$ cat src/rtl/ac_store_buffer.sv
// Posted write buffer: queues {addr, AC} pairs from the control unit and drains
// them to data memory over a req/ack handshake so the datapath never waits.
module ac_store_buffer #(
    parameter int WORD_SIZE = 16,
    parameter int ADDR_SIZE = 12,
    parameter int DEPTH     = 4
) (
    input  logic                   clk,
    input  logic                   rst,
    input  logic                   store_req,
    input  logic [WORD_SIZE-1:0]   ac_in,
    input  logic [ADDR_SIZE-1:0]   addr_in,
    input  logic                   clr_ovf,
    output logic                   full,
    output logic                   empty,
    output logic [$clog2(DEPTH):0] count,
    output logic                   overflow,
    output logic                   idle,
    output logic                   mem_wr_en,
    output logic [ADDR_SIZE-1:0]   mem_addr,
    output logic [WORD_SIZE-1:0]   mem_data,
    input  logic                   mem_ack
);

    localparam int PW = $clog2(DEPTH);
    localparam int CW = PW + 1;
    localparam logic [CW-1:0] DEPTH_C = CW'(DEPTH);
    localparam logic [CW-1:0] CNT_ONE = CW'(1);
    localparam logic [PW-1:0] PTR_ONE = PW'(1);

    typedef enum logic [0:0] {
        ST_IDLE  = 1'b0,
        ST_WRITE = 1'b1
    } state_t;

    state_t               state_r;
    state_t               state_next_s;
    logic [ADDR_SIZE-1:0] addr_q_r [DEPTH];
    logic [WORD_SIZE-1:0] data_q_r [DEPTH];
    logic [PW-1:0]        wr_ptr_r;
    logic [PW-1:0]        rd_ptr_r;
    logic [CW-1:0]        count_r;
    logic [CW-1:0]        count_next_s;
    logic                 overflow_r;
    logic                 pop_s;
    logic                 push_ok_s;
    logic                 drop_s;

    // Handshake decode: a full FIFO still accepts a push when the head leaves this cycle
    always_comb begin
        pop_s     = (state_r == ST_WRITE) && mem_ack;
        push_ok_s = store_req && ((count_r < DEPTH_C) || pop_s);
        drop_s    = store_req && !push_ok_s;
    end

    // Occupancy after this edge
    always_comb begin
        count_next_s = count_r;
        case ({push_ok_s, pop_s})
            2'b10:   count_next_s = count_r + CNT_ONE;
            2'b01:   count_next_s = count_r - CNT_ONE;
            default: count_next_s = count_r;
        endcase
    end

    // Drain FSM next state; IDLE looks at the registered count only
    always_comb begin
        state_next_s = state_r;
        case (state_r)
            ST_IDLE: begin
                if (count_r != {CW{1'b0}}) begin
                    state_next_s = ST_WRITE;
                end else begin
                    state_next_s = ST_IDLE;
                end
            end
            ST_WRITE: begin
                if (pop_s && (count_next_s == {CW{1'b0}})) begin
                    state_next_s = ST_IDLE;
                end else begin
                    state_next_s = ST_WRITE;
                end
            end
            default: state_next_s = ST_IDLE;
        endcase
    end

    // Entry storage, written at the tail on every accepted push
    always_ff @(posedge clk) begin
        if (push_ok_s) begin
            addr_q_r[wr_ptr_r] <= addr_in;
            data_q_r[wr_ptr_r] <= ac_in;
        end
    end

    // Control state; rst discards any write in flight
    always_ff @(posedge clk) begin
        if (rst) begin
            wr_ptr_r   <= {PW{1'b0}};
            rd_ptr_r   <= {PW{1'b0}};
            count_r    <= {CW{1'b0}};
            overflow_r <= 1'b0;
            state_r    <= ST_IDLE;
        end else begin
            if (push_ok_s) begin
                wr_ptr_r <= wr_ptr_r + PTR_ONE;
            end
            if (pop_s) begin
                rd_ptr_r <= rd_ptr_r + PTR_ONE;
            end
            if (drop_s) begin
                overflow_r <= 1'b1;
            end else if (clr_ovf) begin
                overflow_r <= 1'b0;
            end
            count_r <= count_next_s;
            state_r <= state_next_s;
        end
    end

    // Outputs derive from registers only; bus reads zero while no request is up
    always_comb begin
        mem_wr_en = (state_r == ST_WRITE);
        full      = (count_r == DEPTH_C);
        empty     = (count_r == {CW{1'b0}});
        count     = count_r;
        overflow  = overflow_r;
        idle      = (count_r == {CW{1'b0}}) && (state_r == ST_IDLE);
        if (state_r == ST_WRITE) begin
            mem_addr = addr_q_r[rd_ptr_r];
            mem_data = data_q_r[rd_ptr_r];
        end else begin
            mem_addr = {ADDR_SIZE{1'b0}};
            mem_data = {WORD_SIZE{1'b0}};
        end
    end

endmodule

$ cat config.mk
export PLATFORM = sky130hd
export DESIGN_NAME = ac_store_buffer
export DESIGN_NICKNAME = d
export VERILOG_FILES = /design/src/rtl/ac_store_buffer.sv
export SDC_FILE = /design/constraint.sdc
export NUM_CORES = 1
export LEC_CHECK = 0
export CORE_UTILIZATION = 54
export DETAILED_ROUTE_END_ITERATION = 6
export PLACE_DENSITY = 0.84
export SYNTH_ARGS = -nofsm -noshare
export SYNTH_HDL_FRONTEND = slang
export SYNTH_SLANG_ARGS = --single-unit
$ cat constraint.sdc
create_clock -name clk -period 2.55 [get_ports clk]
set_input_delay 0.6375 -clock clk [delete_from_list [all_inputs] [get_ports clk]]
set_output_delay 0.6375 -clock clk [all_outputs]
set_load 0.01 [all_outputs]
* Word level (Yosys, flattened, before mapping)
Memory sizes are Yosys's and may differ from the RTL's. A register that Yosys moved wholly into a read port is not among the register bits.
Index checks and enable logic that the tools add are counted.
** Storage, ports and cells
- Register bits :: 9
- Bits in writable memories :: 112
- Output and inout port bits :: 36
- Logic and storage cells :: 41
- Memories kept :: 2
** Cells by class
- Add/sub/neg operators :: 4
- Order comparisons :: 1
- Equal/unequal tests :: 3
- Mux-type cells :: 14
- Bitwise gates (word level) :: 1
- Reductions and logical operators :: 11
** Memories
- data_q_r :: depth 4, width 16, read ports 1, clocked after memory_dff 1, wr ports 1, RTL line 39 : logic [WORD_SIZE-1:0] data_q_r [DEPTH];
- addr_q_r :: depth 4, width 12, read ports 1, clocked after memory_dff 1, wr ports 1, RTL line 38 : logic [ADDR_SIZE-1:0] addr_q_r [DEPTH];
** Operators by type and width (count)
- two-way mux 16 bit :: 1
- two-way mux 12 bit :: 1
- two-way mux 2 bit :: 4
- logical NOT 3 bit :: 2
- two-way mux 1 bit :: 6
- one-hot mux 3 bit (2 select lines) :: 1
- logical AND 1 bit :: 5
- adder 2 x 1 -> 2 bit, second input constant :: 2
- adder 3 x 1 -> 3 bit, second input constant :: 1
- equality test 3 bit, second input constant :: 1
- < comparator 3 bit, second input constant :: 1
- nonzero test 3 bit :: 1
- subtractor 3 x 1 -> 3 bit, second input constant :: 1
- equality test 2 x 1 -> 1 bit, second input constant :: 1
- equality test 2 bit, second input constant :: 1
- one-hot mux 1 bit (2 select lines) :: 1
- nonzero test 2 bit :: 1
- logical NOT 1 bit :: 1
- logical OR 1 bit :: 1
- inverter 1 bit :: 1

* Longest topological paths before layout
Gate-level depths: netlist of the first run.
- Depth after elaboration :: 9
- Depth in mapped cells :: 9
- Gate-level depth less buffers :: 8

* Least setup slack after synthesis of the first run
Ideal clock, no wire load.
- Path kind :: input to register
- Start point :: input mem_ack
- End point :: register state_r (netlist: mem_wr_en)
- Setup time :: 106 ps
- Arrival :: 2220 ps
- Setup slack :: 224 ps
- Stages on the path :: 8
- Path buffers :: 0
- Cell sequence :: a21bo_1 > nand2_1 > ha_1 > inv_1 > fa_1 > xor2_1 > or4b_1 > o311ai_0
** On the way
- Word-level cells in the longest chain between the ends :: 9
- Elaborated cells on any way between the ends :: 10
- Those cells by class :: 2 x eq/ne; 3 x mux; 5 x reduce/logical
** Ends and longest elaborated chain
- from (decl) :: RTL line 22 : input logic mem_ack
- logical AND 1 bit * :: RTL line 51 : pop_s = (state_r == ST_WRITE) && mem_ack;
- logical OR 1 bit :: RTL line 52 : push_ok_s = store_req && ((count_r < DEPTH_C) || pop_s);
- logical AND 1 bit :: RTL line 52
- equality test 2 x 1 -> 1 bit or equality test 2 bit (tied branches) :: RTL line 59 : case ({push_ok_s, pop_s})
- one-hot mux 3 bit (2 select lines) :: RTL line 59
- logical NOT 3 bit :: RTL line 78 : if (pop_s && (count_next_s == {CW{1'b0}})) begin
- logical AND 1 bit * :: RTL line 78
- two-way mux 1 bit * :: RTL line 78
- one-hot mux 1 bit (2 select lines) * :: RTL line 69 : case (state_r)
- to (signal assigned) :: RTL line 117 : state_r <= state_next_s;
- to (decl) :: RTL line 36 : state_t state_r;
Mark *: on every way between the ends. The rest lies on a longest branch, timed or not.
A chain may end at the register's enable or synchronous reset.

==> results.toml, run 1 <==
[drt]
drtAntennaViolNets = 0
firstDrtPassIters = 4
drcViolationCount = 0
top_layer_used = "met4"
routed_wirelength_um = 9680
drt-initial-drc-count = 139
met2WireLength_um = 5170
via_per_inst = 5.56
wl_met3_um = 561
wire_per_inst_um = 20.6
wl_met1_um = 3790
vias = 2606

[synth]
synth_top_cell_area_share = 0.691
ys_seq_area_frac = 0.736
netlist_area_um2 = 4870
synth.avg_cell_area_um2 = 19.8
synth_warnings = 0
syn-num-nets = 285
ys_types = 31
ys_ff_latch = 123
syn_inst = 246
synth_area_leader_cell = "edfxtp_1"
synth_area_leaders = "edfxtp_1 69%, mux4_2 9.2%, dfxtp_1 4.5%, mux4_1 4.3%, and2_1 3.6%"

[finish]
post_route_cells_drive_above_1_share = 0.393
final_cell_mix = "112 x edfxtp_1, 39 x clkdlybuf4s50_1, 28 x mux4_2"
final_common_cell = "edfxtp_1"
nets = 387
antenna_cells = 0
areaGrowthSynthToFinish_pct = 34.5
fillers = 482

[setup_path]
r2r-end = "mem_wr_en"
crit_arrival_ns = 1.96
worstSetupEndpointType = "primary output"
crit_path_start_kind = "flip-flop"
crit_slowest_cell = "mux4_2"
reg2reg_slack_ns = 0.22
r2r_start = "count[2]"
cp_data_required_time_ns = 1.91
critical_path.most_common_cell = "buf_6"
crit_end = "mem_addr[5]"
rr_worst_depth = 8
worstSetupPathType = "flip-flop to primary output"
max_stage_delay_ns = 0.51
worstPathMaxFanout = 5
path_cells = "buf_8 > buf_6 > mux4_2 > and2_4 > buf_6"

[floorplan]
die_area_um2 = 9400
fp.dieW_um = 97.0
start_util = 0.558
die_y_um = 97.0
core_um2 = 8720
rows = 34
io_pins = 69

[placed_design]
portBuffers = 68
finalWeightedCongestion = 0.759
hpwl_um = 5620
place_ws_ns = -0.303

[pwr]
ir_worst_vdd_uv = 595
p_leak_nw = 2.34
pwr_density_cell_nw_per_um2 = 1000

[sta]
max_freq_ghz = 0.385
final_hold_viol_count = 0
grt_setup_unrepaired = "yes"
worst_pin_slew_ns = 0.350
slew-limit-headroom = 0.766
min_period_ns = 2.60
whs_ns = 0.506
finalClockSkew_ns = 0.00653
timing.final.ws_setup_ns = -0.0492
finalSetupViolCount = 4
slew_violations = 0
timing.final.crit_share = 1.02

[clock_network]
cts_root_buf = "clkbuf_8"
cts_tree = "built"
clk_latency_ns = 0.51
htree_levels = 4
cts_sinks = 123
clk_pin_slew_ns = 0.06
cts_buffers = 17
cts_buffer_depth = 2

[job]
maxCapViolations = 0

[global_routing]
grt_max_degree = 29
grt_pass1_vias = 2861
antenna_found_initial = 0
grt_usage = 0.223
grt_pass1_wl_um = 15200
grt_overflow_total = 0

[outcome]
violations = "negative setup slack"
run_status = "complete, but fails checks"

[hold_path]
hold_class = "flip-flop to flip-flop"
per-layer routing:
layer  global-route usage  vias to the layer above
met1                0.263                     1314
met2                0.393                       95
met3               0.0564                       18
met5                    0                        -
met4               0.0815                        0
li1                     -                     1179
report_power, final:
group / internal [mW] / switching, mW
clock network: 1.78 / 0.854
logic: 0.833 / 0.614
registers: 2.37 / 0.100
total: 4.99 / 1.57
synth_stat cells (all sizes together):
master	count
or4b	1
xor2	4
edfxtp	112
buf	7
or3b	1
a32oi	1
nand2	2
nor4	1
dfxtp	11
clkbuf	6
ha	5
and3	5
and2	28
nor2	8
or3	1
o21ai	2
nor3	1
a21oi	5
nand3	3
a21bo	1
o311ai	1
inv	7
mux4	28
fa	1
nand3b	1
a21o	2
nor2b	1
worst min path at each step:
| stage | depth (start not counted) | to | from |
|---|---|---|---|
| final | 2 | overflow | overflow |
| after global routing | 2 | overflow | overflow |
| after CTS | 2 | overflow | overflow |
| after detailed placement | 2 | overflow | overflow |
| after global placement | 2 | overflow | overflow |
| after floorplan | 2 | flip-flop | rd_ptr_r[1] |
area by class of cell:
| type | instances | area, um^2 | share of cell area |
|---|---|---|---|
| clock buffers | 17 | 414 | 0.0632 |
| clock inverters | 15 | 246 | 0.0376 |
| inverters | 7 | 26.3 | 0.00401 |
| multi-input cells | 103 | 1200 | 0.184 |
| flip-flops and latches | 123 | 3590 | 0.548 |
| well taps | 108 | 135 | 0.0206 |
| repair buffers | 96 | 938 | 0.143 |
through the flow:
stage	power, mW	instance area, um^2	util	instances	setup TNS, ns
after floorplan	3.16	4870	-	246	0
after global placement	3.74	5800	0.665	431	-0.218
after detailed placement	3.78	5800	0.665	431	-0.417
after CTS	6.56	6560	0.752	471	-0.498
after global routing	6.79	6550	0.751	469	-0.594
final	6.56	6550	0.751	469	-0.0634
flip-flops by register name, indices dropped and copies added (netlist names), named ones only:
register,cells
overflow,1
addr_q_r,48
wr_ptr_r,2
data_q_r,64
count,3
mem_wr_en,1
rd_ptr_r,2
critical path, delay by kind of cell, from the launching register on:
| family | cells | cell delay [ns] |
|---|---|---|
| flops | 1 | 0.41 |
| mux | 1 | 0.51 |
| buf+inv | 3 | 0.35 |
| simple gates | 1 | 0.18 |
cells by family (layout without fill, tap and decap cells):
group,count (synthesis),after routing,share of synthesized area
AO/OA/AOI/OAI,12,12,0.0159
XOR/XNOR,4,4,0.00719
adder cells (fa/ha/maj),6,6,0.0170
buffers and inverters,20,135,0.0249
flip-flops,123,123,0.736
multiplexers,28,28,0.136
AND/OR/NAND/NOR,53,53,0.0635
what timing repair did:
action / CTS / global route
pin swaps: 19 / 1
cloned: 1 / 0
setup buffers: 7 / 0
setup endpoints to repair: 29 / 26
hold buffers: 0 / 0
resized for setup: 155 / 12
No activity file was read; power rests on OpenSTA's default activity.
==> run 2, diff against run 1 <==
--- a/config.mk
+++ b/config.mk
@@ -5,9 +5,10 @@
 export SDC_FILE = /design/constraint.sdc
 export NUM_CORES = 1
 export LEC_CHECK = 0
-export CORE_UTILIZATION = 54
+export CORE_UTILIZATION = 60
 export DETAILED_ROUTE_END_ITERATION = 6
-export PLACE_DENSITY = 0.84
+export DONT_BUFFER_PORTS = 1
+export PLACE_DENSITY = 0.81
 export SYNTH_ARGS = -nofsm -noshare
 export SYNTH_HDL_FRONTEND = slang
 export SYNTH_SLANG_ARGS = --single-unit
==> run 2 against run 1 <==
Compared with the run above:
- the flow now finishes without violations
- count of clock-buffer cells in the layout unchanged
- non-clock buffer count shrank 87
- flip-flop and latch count stayed put
- clock power fell by 8.7%
- critical path depth shrank 2
- die area fell by 9.8%
- critical path type unchanged
- critical endpoint is now mem_addr[0]
- largest power group is now sequential cells
- highest routed layer unchanged
==> results.toml, run 2 (synthesis gave the netlist of run 1 again) <==
[finish]
fillers = 480
final_cell_mix = "112 x edfxtp_1, 28 x and2_1, 20 x mux4_2"
post_route_cells_drive_above_1_share = 0.245
multi_input_area_um2 = 1170
final-seq-area_um2 = 3590
nets = 300
final_common_cell = "edfxtp_1"
largest_reg_flops = 64
antenna_cells = 0
largest_register = "data_q_r"
areaGrowthSynthToFinish_pct = 15.4

[global_routing]
grt_max_degree = 29
grt_overflow_total = 0
antenna_found_initial = 0
grt_pass1_wl_um = 12700
grt_pass1_vias = 2319
grt_usage = 0.215

[drt]
drtAntennaViolNets = 0
drt-initial-drc-count = 96
routed_wirelength_um = 8170
firstDrtPassIters = 4
wire_per_inst_um = 21.7
via_per_inst = 5.93
vias = 2229
drcViolationCount = 0

[floorplan]
die_area_um2 = 8480
start_util = 0.624
fp.dieW_um = 92.1
io_pins = 69
rows = 32
core_um2 = 7810
die_y_um = 92.1

[hold_path]
hold_start = "rst"
holdPathEnd = "wr_ptr_r[0]"
whs_path_depth = 1
hold_class = "primary input to flip-flop"

[pwr]
pwr_density_cell_nw_per_um2 = 1020
ir_worst_vdd_uv = 674
p_leak_nw = 1.89

[clock_network]
postCtsHoldBufs = 0
cts_buffer_depth = 2
post_cts_buffers = 0
clk_pin_slew_ns = 0.06
htree_levels = 4
cts_sinks = 123
clk_latency_ns = 0.51
cts_tree = "built"
cts_buffers = 17
cts_root_buf = "clkbuf_8"

[sta]
min_period_ns = 2.48
finalSetupViolCount = 0
worst_pin_slew_ns = 0.791
slew-limit-headroom = 0.468
grt_setup_unrepaired = "no"
slew_violations = 0
final.setup.tns_ns = 0
timing.final.ws_setup_ns = 0.0729
timing.final.crit_share = 0.971
finalClockSkew_ns = 0.00858
final_hold_viol_count = 0
max_freq_ghz = 0.404

[setup_path]
crit_slowest_cell = "mux4_1"
worstPathMaxFanout = 9
crit_path_start_kind = "flip-flop"
max_stage_delay_ns = 0.58
path_cells = "buf_12 > mux4_1 > and2_1"
reg2reg_slack_ns = 0.49
r2r_start = "mem_wr_en"
worstSetupPathType = "flip-flop to primary output"
r2r-end = "mem_wr_en"
cp_data_required_time_ns = 1.91
crit_arrival_ns = 1.84
worstSetupEndpointType = "primary output"
rr_worst_depth = 8

[placed_design]
hpwl_um = 4540
portBuffers = 0
place_ws_ns = 0.200
finalWeightedCongestion = 0.793

[job]
maxCapViolations = 0

[outcome]
run_status = "finished, final reports clean"
## run 2: routing by layer
metal,routed length (um),global-route usage
met4,221,0.0924
met5,0,0
met2,4180,0.344
met1,3260,0.256
met3,514,0.0912
## run 2: worst max path at each step
stage / cells after the start / from / slack [ns] / endpoint
5_1_grt: 3 / flip-flop / 0.01 / mem_addr[0]
3_3_place_gp: 8 / mem_ack / 0.25 / mem_wr_en
6_report: 3 / flip-flop / 0.07 / mem_addr[0]
2_1_floorplan: 8 / mem_ack / 0.22 / mem_wr_en
4_1_cts: 3 / flip-flop / 0.03 / mem_addr[0]
3_5_place_dp: 8 / mem_ack / 0.20 / mem_wr_en
## run 2: power by group
part	total, mW	switching [mW]	internal [mW]
sequential	2.46	0.0808	2.37
clock	2.41	0.900	1.51
combinational	0.846	0.465	0.381
## run 2: timing repair
| item | in CTS | in global routing |
|---|---|---|
| endpoints found under the setup margin | 0 | 7 |
| gates resized for setup | 0 | 3 |
| endpoints found under the hold margin | 0 | 0 |
## run 2: area by class of cell
type / instances / area share
inverters: 7 / 0.00467
well taps: 102 / 0.0227
clock buffers: 17 / 0.0737
repair buffers: 9 / 0.0187
clock inverters: 15 / 0.0338
multi-input cells: 103 / 0.208
flip-flops and latches: 123 / 0.638
## run 2: critical path: cells and delay by family (launching register included)
family	cells	cell delay, ns
buf+inv	1	0.15
flops	1	0.40
simple gates	1	0.21
mux	1	0.58
## run 2: stage by stage
step	utilization	power [mW]	hold slack, ns	instance area, um^2	instances
global placement	0.638	3.30	0.525	4980	343
CTS	0.715	5.72	0.178	5590	375
finish	0.720	5.71	0.195	5620	376
global route	0.720	5.93	0.174	5620	376
floorplan	-	3.16	0.485	4870	246
detailed placement	0.638	3.33	0.537	4980	343
